File: config.mk
export PLATFORM = sky130hd
export DESIGN_NAME = decode_ctrl_pipe
export DESIGN_NICKNAME = d
export VERILOG_FILES = /design/src/rtl/decode_ctrl_pipe.sv
export SDC_FILE = /design/constraint.sdc
export NUM_CORES = 1
export LEC_CHECK = 0
export CAP_MARGIN = 15
export CORE_MARGIN = 8
export CORE_UTILIZATION = 50
export CTS_BUF_LIST = sky130_fd_sc_hd__clkbuf_4 sky130_fd_sc_hd__clkbuf_8
export CTS_CLUSTER_SIZE = 14
export DETAILED_ROUTE_END_ITERATION = 12
export PLACE_DENSITY_LB_ADDON = 0.2
export SKIP_CTS_REPAIR_TIMING = 1
export SLEW_MARGIN = 30
export SYNTH_ARGS = -nofsm -noshare
export SYNTH_HDL_FRONTEND = slang
export SYNTH_SLANG_ARGS = --single-unit
File: constraint.sdc
create_clock -name clk -period 2 [get_ports clk]
set_input_delay 0.4 -clock clk [delete_from_list [all_inputs] [get_ports clk]]
set_output_delay 0.4 -clock clk [all_outputs]
set_load 0.05 [all_outputs]
File: src/rtl/decode_ctrl_pipe.sv
// decode_ctrl_pipe: registered RV32I/RV64I instruction-to-control decoder.
// Accepts LANES instructions per bundle and buffers the decoded bundles in a two-entry
// skid buffer. Keeps a saturating count of the illegal lanes it accepts.
// Optional feature: define DECODE_RV64_EN to decode OP-IMM-32 / OP-32 word ops.
// The same macro also admits LD, LWU and SD.
module decode_ctrl_pipe #(
    parameter int unsigned LANES     = 1,
    parameter int unsigned ILL_CNT_W = 16
) (
    input  logic                  clk,
    input  logic                  rst_n,
    input  logic                  flush,
    input  logic                  in_valid,
    output logic                  in_ready,
    input  logic [32*LANES-1:0]   in_insn,
    output logic                  out_valid,
    input  logic                  out_ready,
    output logic [22*LANES-1:0]   out_ctrl,
    output logic [ILL_CNT_W-1:0]  ill_count
);

`ifdef DECODE_RV64_EN
    localparam bit Rv64En = 1'b1;
`else
    localparam bit Rv64En = 1'b0;
`endif

    localparam logic [6:0] OpLui    = 7'h37;
    localparam logic [6:0] OpAuipc  = 7'h17;
    localparam logic [6:0] OpJal    = 7'h6F;
    localparam logic [6:0] OpJalr   = 7'h67;
    localparam logic [6:0] OpBranch = 7'h63;
    localparam logic [6:0] OpLoad   = 7'h03;
    localparam logic [6:0] OpStore  = 7'h23;
    localparam logic [6:0] OpImm    = 7'h13;
    localparam logic [6:0] OpReg    = 7'h33;
    localparam logic [6:0] OpImm32  = 7'h1B;
    localparam logic [6:0] OpReg32  = 7'h3B;

    localparam logic [2:0] ImmNone = 3'd0;
    localparam logic [2:0] ImmI    = 3'd1;
    localparam logic [2:0] ImmS    = 3'd2;
    localparam logic [2:0] ImmB    = 3'd3;
    localparam logic [2:0] ImmU    = 3'd4;
    localparam logic [2:0] ImmJ    = 3'd5;

    localparam logic [3:0] AluAdd   = 4'd0;
    localparam logic [3:0] AluSub   = 4'd1;
    localparam logic [3:0] AluSll   = 4'd2;
    localparam logic [3:0] AluSlt   = 4'd3;
    localparam logic [3:0] AluSltu  = 4'd4;
    localparam logic [3:0] AluXor   = 4'd5;
    localparam logic [3:0] AluSrl   = 4'd6;
    localparam logic [3:0] AluSra   = 4'd7;
    localparam logic [3:0] AluOr    = 4'd8;
    localparam logic [3:0] AluAnd   = 4'd9;
    localparam logic [3:0] AluPassb = 4'd10;

    localparam logic [21:0] CtrlIllegal = 22'h200000;

    typedef enum logic [1:0] {StEmpty, StOne, StTwo} state_e;

    // funct3 to ALU op; alt selects SUB/SRA (funct7 bit 5).
    function automatic logic [3:0] alu_of(input logic [2:0] f3, input logic alt);
        logic [3:0] op;
        case (f3)
            3'd0:    op = alt ? AluSub : AluAdd;
            3'd1:    op = AluSll;
            3'd2:    op = AluSlt;
            3'd3:    op = AluSltu;
            3'd4:    op = AluXor;
            3'd5:    op = alt ? AluSra : AluSrl;
            3'd6:    op = AluOr;
            default: op = AluAnd;
        endcase
        return op;
    endfunction

    function automatic logic [21:0] decode_insn(input logic [31:0] insn);
        logic [6:0] opc;
        logic [2:0] f3;
        logic [6:0] f7;
        logic [6:0] f7s;
        logic       ill, word, rw, mr, mw, br, jp, imm, pc, rs2;
        logic [2:0] isel;
        logic [3:0] alu;
        opc  = insn[6:0];
        f3   = insn[14:12];
        f7   = insn[31:25];
        f7s  = f7;
        ill  = 1'b0;
        word = 1'b0;
        rw   = 1'b0;
        mr   = 1'b0;
        mw   = 1'b0;
        br   = 1'b0;
        jp   = 1'b0;
        imm  = 1'b0;
        pc   = 1'b0;
        rs2  = 1'b0;
        isel = ImmNone;
        alu  = AluAdd;
        case (opc)
            OpLui:   begin isel = ImmU; alu = AluPassb; rw = 1'b1; imm = 1'b1; end
            OpAuipc: begin isel = ImmU; rw = 1'b1; imm = 1'b1; pc = 1'b1; end
            // JAL targets are PC-relative (J immediate); JALR is register + I immediate.
            OpJal:   begin isel = ImmJ; rw = 1'b1; jp = 1'b1; imm = 1'b1; pc = 1'b1; end
            OpJalr: begin
                isel = ImmI; rw = 1'b1; jp = 1'b1; imm = 1'b1;
                ill  = (f3 != 3'd0);
            end
            OpBranch: begin
                isel = ImmB; br = 1'b1; rs2 = 1'b1;
                case (f3)
                    3'd0, 3'd1: alu = AluSub;
                    3'd4, 3'd5: alu = AluSlt;
                    3'd6, 3'd7: alu = AluSltu;
                    default:    ill = 1'b1;
                endcase
            end
            OpLoad: begin
                isel = ImmI; rw = 1'b1; mr = 1'b1; imm = 1'b1;
                ill  = (f3 == 3'd7) || (!Rv64En && (f3 == 3'd3 || f3 == 3'd6));
            end
            OpStore: begin
                isel = ImmS; mw = 1'b1; imm = 1'b1; rs2 = 1'b1;
                ill  = (f3 > 3'd3) || (!Rv64En && f3 == 3'd3);
            end
            OpImm, OpImm32: begin
                word = (opc == OpImm32);
                // RV64 full-width shifts carry a 6-bit shamt, so funct7 bit 0 is shamt[5].
                f7s  = (Rv64En && !word) ? {f7[6:1], 1'b0} : f7;
                isel = ImmI; rw = 1'b1; imm = 1'b1;
                alu  = alu_of(f3, (f3 == 3'd5) && f7s[5]);
                case (f3)
                    3'd0:    ill = 1'b0;
                    3'd1:    ill = (f7s != 7'h00);
                    3'd5:    ill = (f7s != 7'h00) && (f7s != 7'h20);
                    default: ill = word;
                endcase
                if (word && !Rv64En) ill = 1'b1;
            end
            OpReg, OpReg32: begin
                word = (opc == OpReg32);
                rw   = 1'b1; rs2 = 1'b1;
                alu  = alu_of(f3, f7[5]);
                if (f7 == 7'h00)      ill = word && !(f3 == 3'd0 || f3 == 3'd1 || f3 == 3'd5);
                else if (f7 == 7'h20) ill = !(f3 == 3'd0 || f3 == 3'd5);
                else                  ill = 1'b1;
                if (word && !Rv64En) ill = 1'b1;
            end
            default: ill = 1'b1;
        endcase
        if (ill) return CtrlIllegal;
        return {1'b0, word, (rw ? insn[11:7] : 5'd0), isel, alu,
                rw, mr, mw, br, jp, imm, pc, rs2};
    endfunction

    state_e                 state_q, state_d;
    logic [22*LANES-1:0]    head_q, head_d, tail_q, tail_d, dec_bundle;
    logic                   in_ready_q;
    logic [ILL_CNT_W-1:0]   ill_cnt_q, ill_cnt_d;
    logic [2:0]             n_ill;
    logic [ILL_CNT_W+2:0]   cnt_sum;
    logic                   acc, pop;

    assign in_ready  = in_ready_q;
    assign out_valid = (state_q != StEmpty);
    assign out_ctrl  = head_q;
    assign ill_count = ill_cnt_q;
    assign acc       = in_valid && in_ready_q && !flush;
    assign pop       = out_valid && out_ready;

    // Decode every lane of the offered bundle.
    always_comb begin
        dec_bundle = '0;
        n_ill      = '0;
        for (int i = 0; i < int'(LANES); i++) begin
            dec_bundle[22*i +: 22] = decode_insn(in_insn[32*i +: 32]);
            n_ill = n_ill + {2'b00, dec_bundle[22*i+21]};
        end
    end

    // Saturating illegal-lane counter, bumped only by accepted bundles.
    always_comb begin
        cnt_sum   = {3'b000, ill_cnt_q} + {{ILL_CNT_W{1'b0}}, n_ill};
        ill_cnt_d = ill_cnt_q;
        if (acc) begin
            ill_cnt_d = (|cnt_sum[ILL_CNT_W+2:ILL_CNT_W]) ? '1 : cnt_sum[ILL_CNT_W-1:0];
        end
    end

    // Skid-buffer occupancy and data movement.
    always_comb begin
        state_d = state_q;
        head_d  = head_q;
        tail_d  = tail_q;
        if (flush) begin
            state_d = StEmpty;
        end else begin
            case (state_q)
                StEmpty: begin
                    if (acc) begin
                        head_d  = dec_bundle;
                        state_d = StOne;
                    end
                end
                StOne: begin
                    if (acc && pop) begin
                        head_d = dec_bundle;
                    end else if (acc) begin
                        tail_d  = dec_bundle;
                        state_d = StTwo;
                    end else if (pop) begin
                        state_d = StEmpty;
                    end
                end
                StTwo: begin
                    if (pop) begin
                        head_d  = tail_q;
                        state_d = StOne;
                    end
                end
                default: state_d = StEmpty;
            endcase
        end
    end

    // State registers; in_ready is registered so it never depends on out_ready.
    always_ff @(posedge clk or negedge rst_n) begin
        if (!rst_n) begin
            state_q    <= StEmpty;
            head_q     <= '0;
            tail_q     <= '0;
            in_ready_q <= 1'b1;
            ill_cnt_q  <= '0;
        end else begin
            state_q    <= state_d;
            head_q     <= head_d;
            tail_q     <= tail_d;
            in_ready_q <= (state_d != StTwo);
            ill_cnt_q  <= ill_cnt_d;
        end
    end

endmodule

==> flow_summary.ini <==
[routing]
dr_total_vias = 3247
drtIter0Drc = 181
ant_nets = 0
wirelength_mm = 9.42
avgViaCountPerCell = 5.73
wl_per_cell_um = 16.6
first_pass_iters = 4
drc = 0

[global_route]
grt_antenna_before_repair = 0
grt_use_met1_pct = 24.5
grt_max_degree = 33
use_met3_pct = 4.55
busiest_layer = met2
grt_usage_pct = 19.7
grt_pass1_vias = 3315
met2_usage_pct = 33.2
gr-total-overflow = 0
grt_pass1_wl_mm = 15.8

[yosys]
synth_top_cell_area_share_pct = 47.1
yosysUniqueCellTypes = 56
ys_top_cells_by_area = dfrtp_1 47%, nand2_1 7.3%, nand3_1 3.9%
yosysTopAreaCell = dfrtp_1
synth_nets = 398
synth-seq-area-share_pct = 47.9
async_reset_ff_share_pct = 100
syn_inst = 359
synthesis.area_um2 = 3300
ys_ff_latch = 63
synth_edf_count = 0
syn_area_per_cell_um2 = 9.18
synth-main-ff-cell = dfrtp_1
yosysWarnings = 0

[pwr]
p_switching_w = 0.00113
power.clock.fraction_pct = 31.2
comb_power_share_pct = 26.4
swShare_pct = 32.8
seqPwrFrac_pct = 42.4
leakage_nw = 2.40
vdd_drop_max_mv = 0.649
internal-power_w = 0.00231
power_density_nw_per_um2 = 713

[worst_setup_path]
path_class = in -> reg
cp_max_fo = 7
worstPathRequired_ps = 2210
worstSetupStartpointType = primary input
crit_arrival_ps = 2300
rrSetupSlack_ps = 170
crit_path_end_kind = flop

[clock_network]
clk_path_buf_depth = 2
root_buffer = clkbuf_8
numCtsBuffers = 9
clock-sinks = 63
cts_tree = done
insertion_delay_ps = 330
path_clk_slew_ps = 70
htreeDepth = 3

[floorplanning]
core.rowCount = 29
dieArea_um2 = 9450
io_pins = 77
dieWidth_um = 97.2
core_um2 = 6350
fp.dieH_um = 97.2
initial_utilization_pct = 51.9

[run_status]
violations = setup timing
status = finished, violations left

[placed_design]
port_buffers = 66
dp_slack_ps = -855
place_inst = 548
dp_hpwl_mm = 7.11
globalplace.congestion = 0.892

[sta]
worstMarginPinSlew_ps = 511
fmax_mhz = 477
skew_ps = 4.53
fin_hold_ws_ps = 10.1
slew_viol_final = 0
relSlewSlack_pct = 65.9
finalCriticalPeriod_ps = 2100
final_hold_viol_count = 0
setup_violations = 14
setup_slack_ps = -97.6
rsz0062_at_grt = yes
period_share_pct = 105

[cells_and_area]
instances_no_fill = 567
final_cell_mix = 71 x buf_4, 62 x dfrtp_1, 56 x nand2_1, 36 x clkdlybuf4s50_1, 25 x nand3_1
diodes = 0
drive_gt1_share_pct = 28.2
final_common_cell = buf_4
final_util_pct = 75.9
fill_cells = 467
area_growth_pct = 46.2
finalNetCount = 524

[worst_hold_path]
hold_class = in -> async

[job]
drv_cap = 0
## layout make-up
class                   count  area [um2]  area share (%)
inverters                   3        11.3           0.234
clock buffers              10         131            2.73
multi-input cells         271        1700            35.3
clock inverters             6        61.3            1.27
repair buffers            137        1240            25.7
well taps                  77        96.3            2.00
flip-flops and latches     63        1580            32.7
## through the flow
step / area, um2 / total power [W] / setup TNS (ps)
global placement: 4530 / 0.00237 / -24490
floorplan: 3360 / 0.00198 / -5680
finish: 4820 / 0.00344 / -362
global route: 4820 / 0.00357 / -1510
CTS: 4720 / 0.00345 / -8000
detailed placement: 4530 / 0.00238 / -25630
## routing by layer
layer,wire (um),share of wire (%)
met4,91,0.97
met5,0,0
met2,4650,49
met1,4120,44
met3,561,6.0
## power groups by stage
stage | Sequential [W] | Clock, W | Combinational, W
after detailed placement | 0.00147 | 0 | 0.000907
after global routing | 0.00147 | 0.00114 | 0.000965
final | 0.00146 | 0.00107 | 0.000907
after global placement | 0.00147 | 0 | 0.000894
after floorplan | 0.00175 | 0 | 0.000232
after CTS | 0.00145 | 0.00109 | 0.000908
## final timing paths
path                                           from                   endpoint  depth (start not counted)
hold reg to reg            out_ctrl[20]$_DFFE_PN0P_   out_ctrl[20]$_DFFE_PN0P_                          2
setup / recovery                         in_insn[6]  ill_count[12]$_DFFE_PN0P_                         13
min in group clk           out_ctrl[20]$_DFFE_PN0P_   out_ctrl[20]$_DFFE_PN0P_                          2
max in group asynchronous                     rst_n      tail_q[0]$_DFFE_PN0P_                          2
setup reg to reg                 in_ready$_DFF_PN1_    out_ctrl[0]$_DFFE_PN0P_                          6
hold / removal                                rst_n   ill_count[7]$_DFFE_PN0P_                          1
## registers in the layout (all words and copies together) (netlist names)
name / count
ill_count: 16
in_ready: 1
out_ctrl: 22
state_q: 2
tail_q: 22
## synthesized netlist by cell type (5+ instances only)
library cell and instances:
o21ai_0 10, nor2b_1 9, o31ai_1 6, nand4_1 8, nand2_1 64, nand3_1 26
a21o_1 5, xor2_1 8, a21oi_1 19, o21ai_1 11, a22o_1 5, and3_1 8
and2_1 6, a31oi_1 7, dfrtp_1 62, buf_2 10, clkbuf_1 11, o22ai_1 5
nor2_1 20
## worst max-delay path: stages
cell and delay (ps):
clkbuf_2 120, buf_4 170, buf_4 160, mux2i_2 190, nand2_1 120, and2_4 190, nand2_4 60, ha_4 120
and4_4 200, buf_6 120, nand4_1 130, a31oi_1 210, mux2i_1 110
## kinds of logic (layout without fill, tap and decap cells)
group                    count (synthesis)  count (layout)  synth area share, %
AND/OR/NAND/NOR                        172             172                 26.8
buffers and inverters                   25             156                 3.45
AO/OA/AOI/OAI                           85              85                 17.8
flip-flops                              63              63                 47.9
XOR/XNOR                                10              10                 2.66
adder cells (fa/ha/maj)                  2               2                0.759
multiplexers                             2               2                0.607
Power figures use the tool's default switching activity.
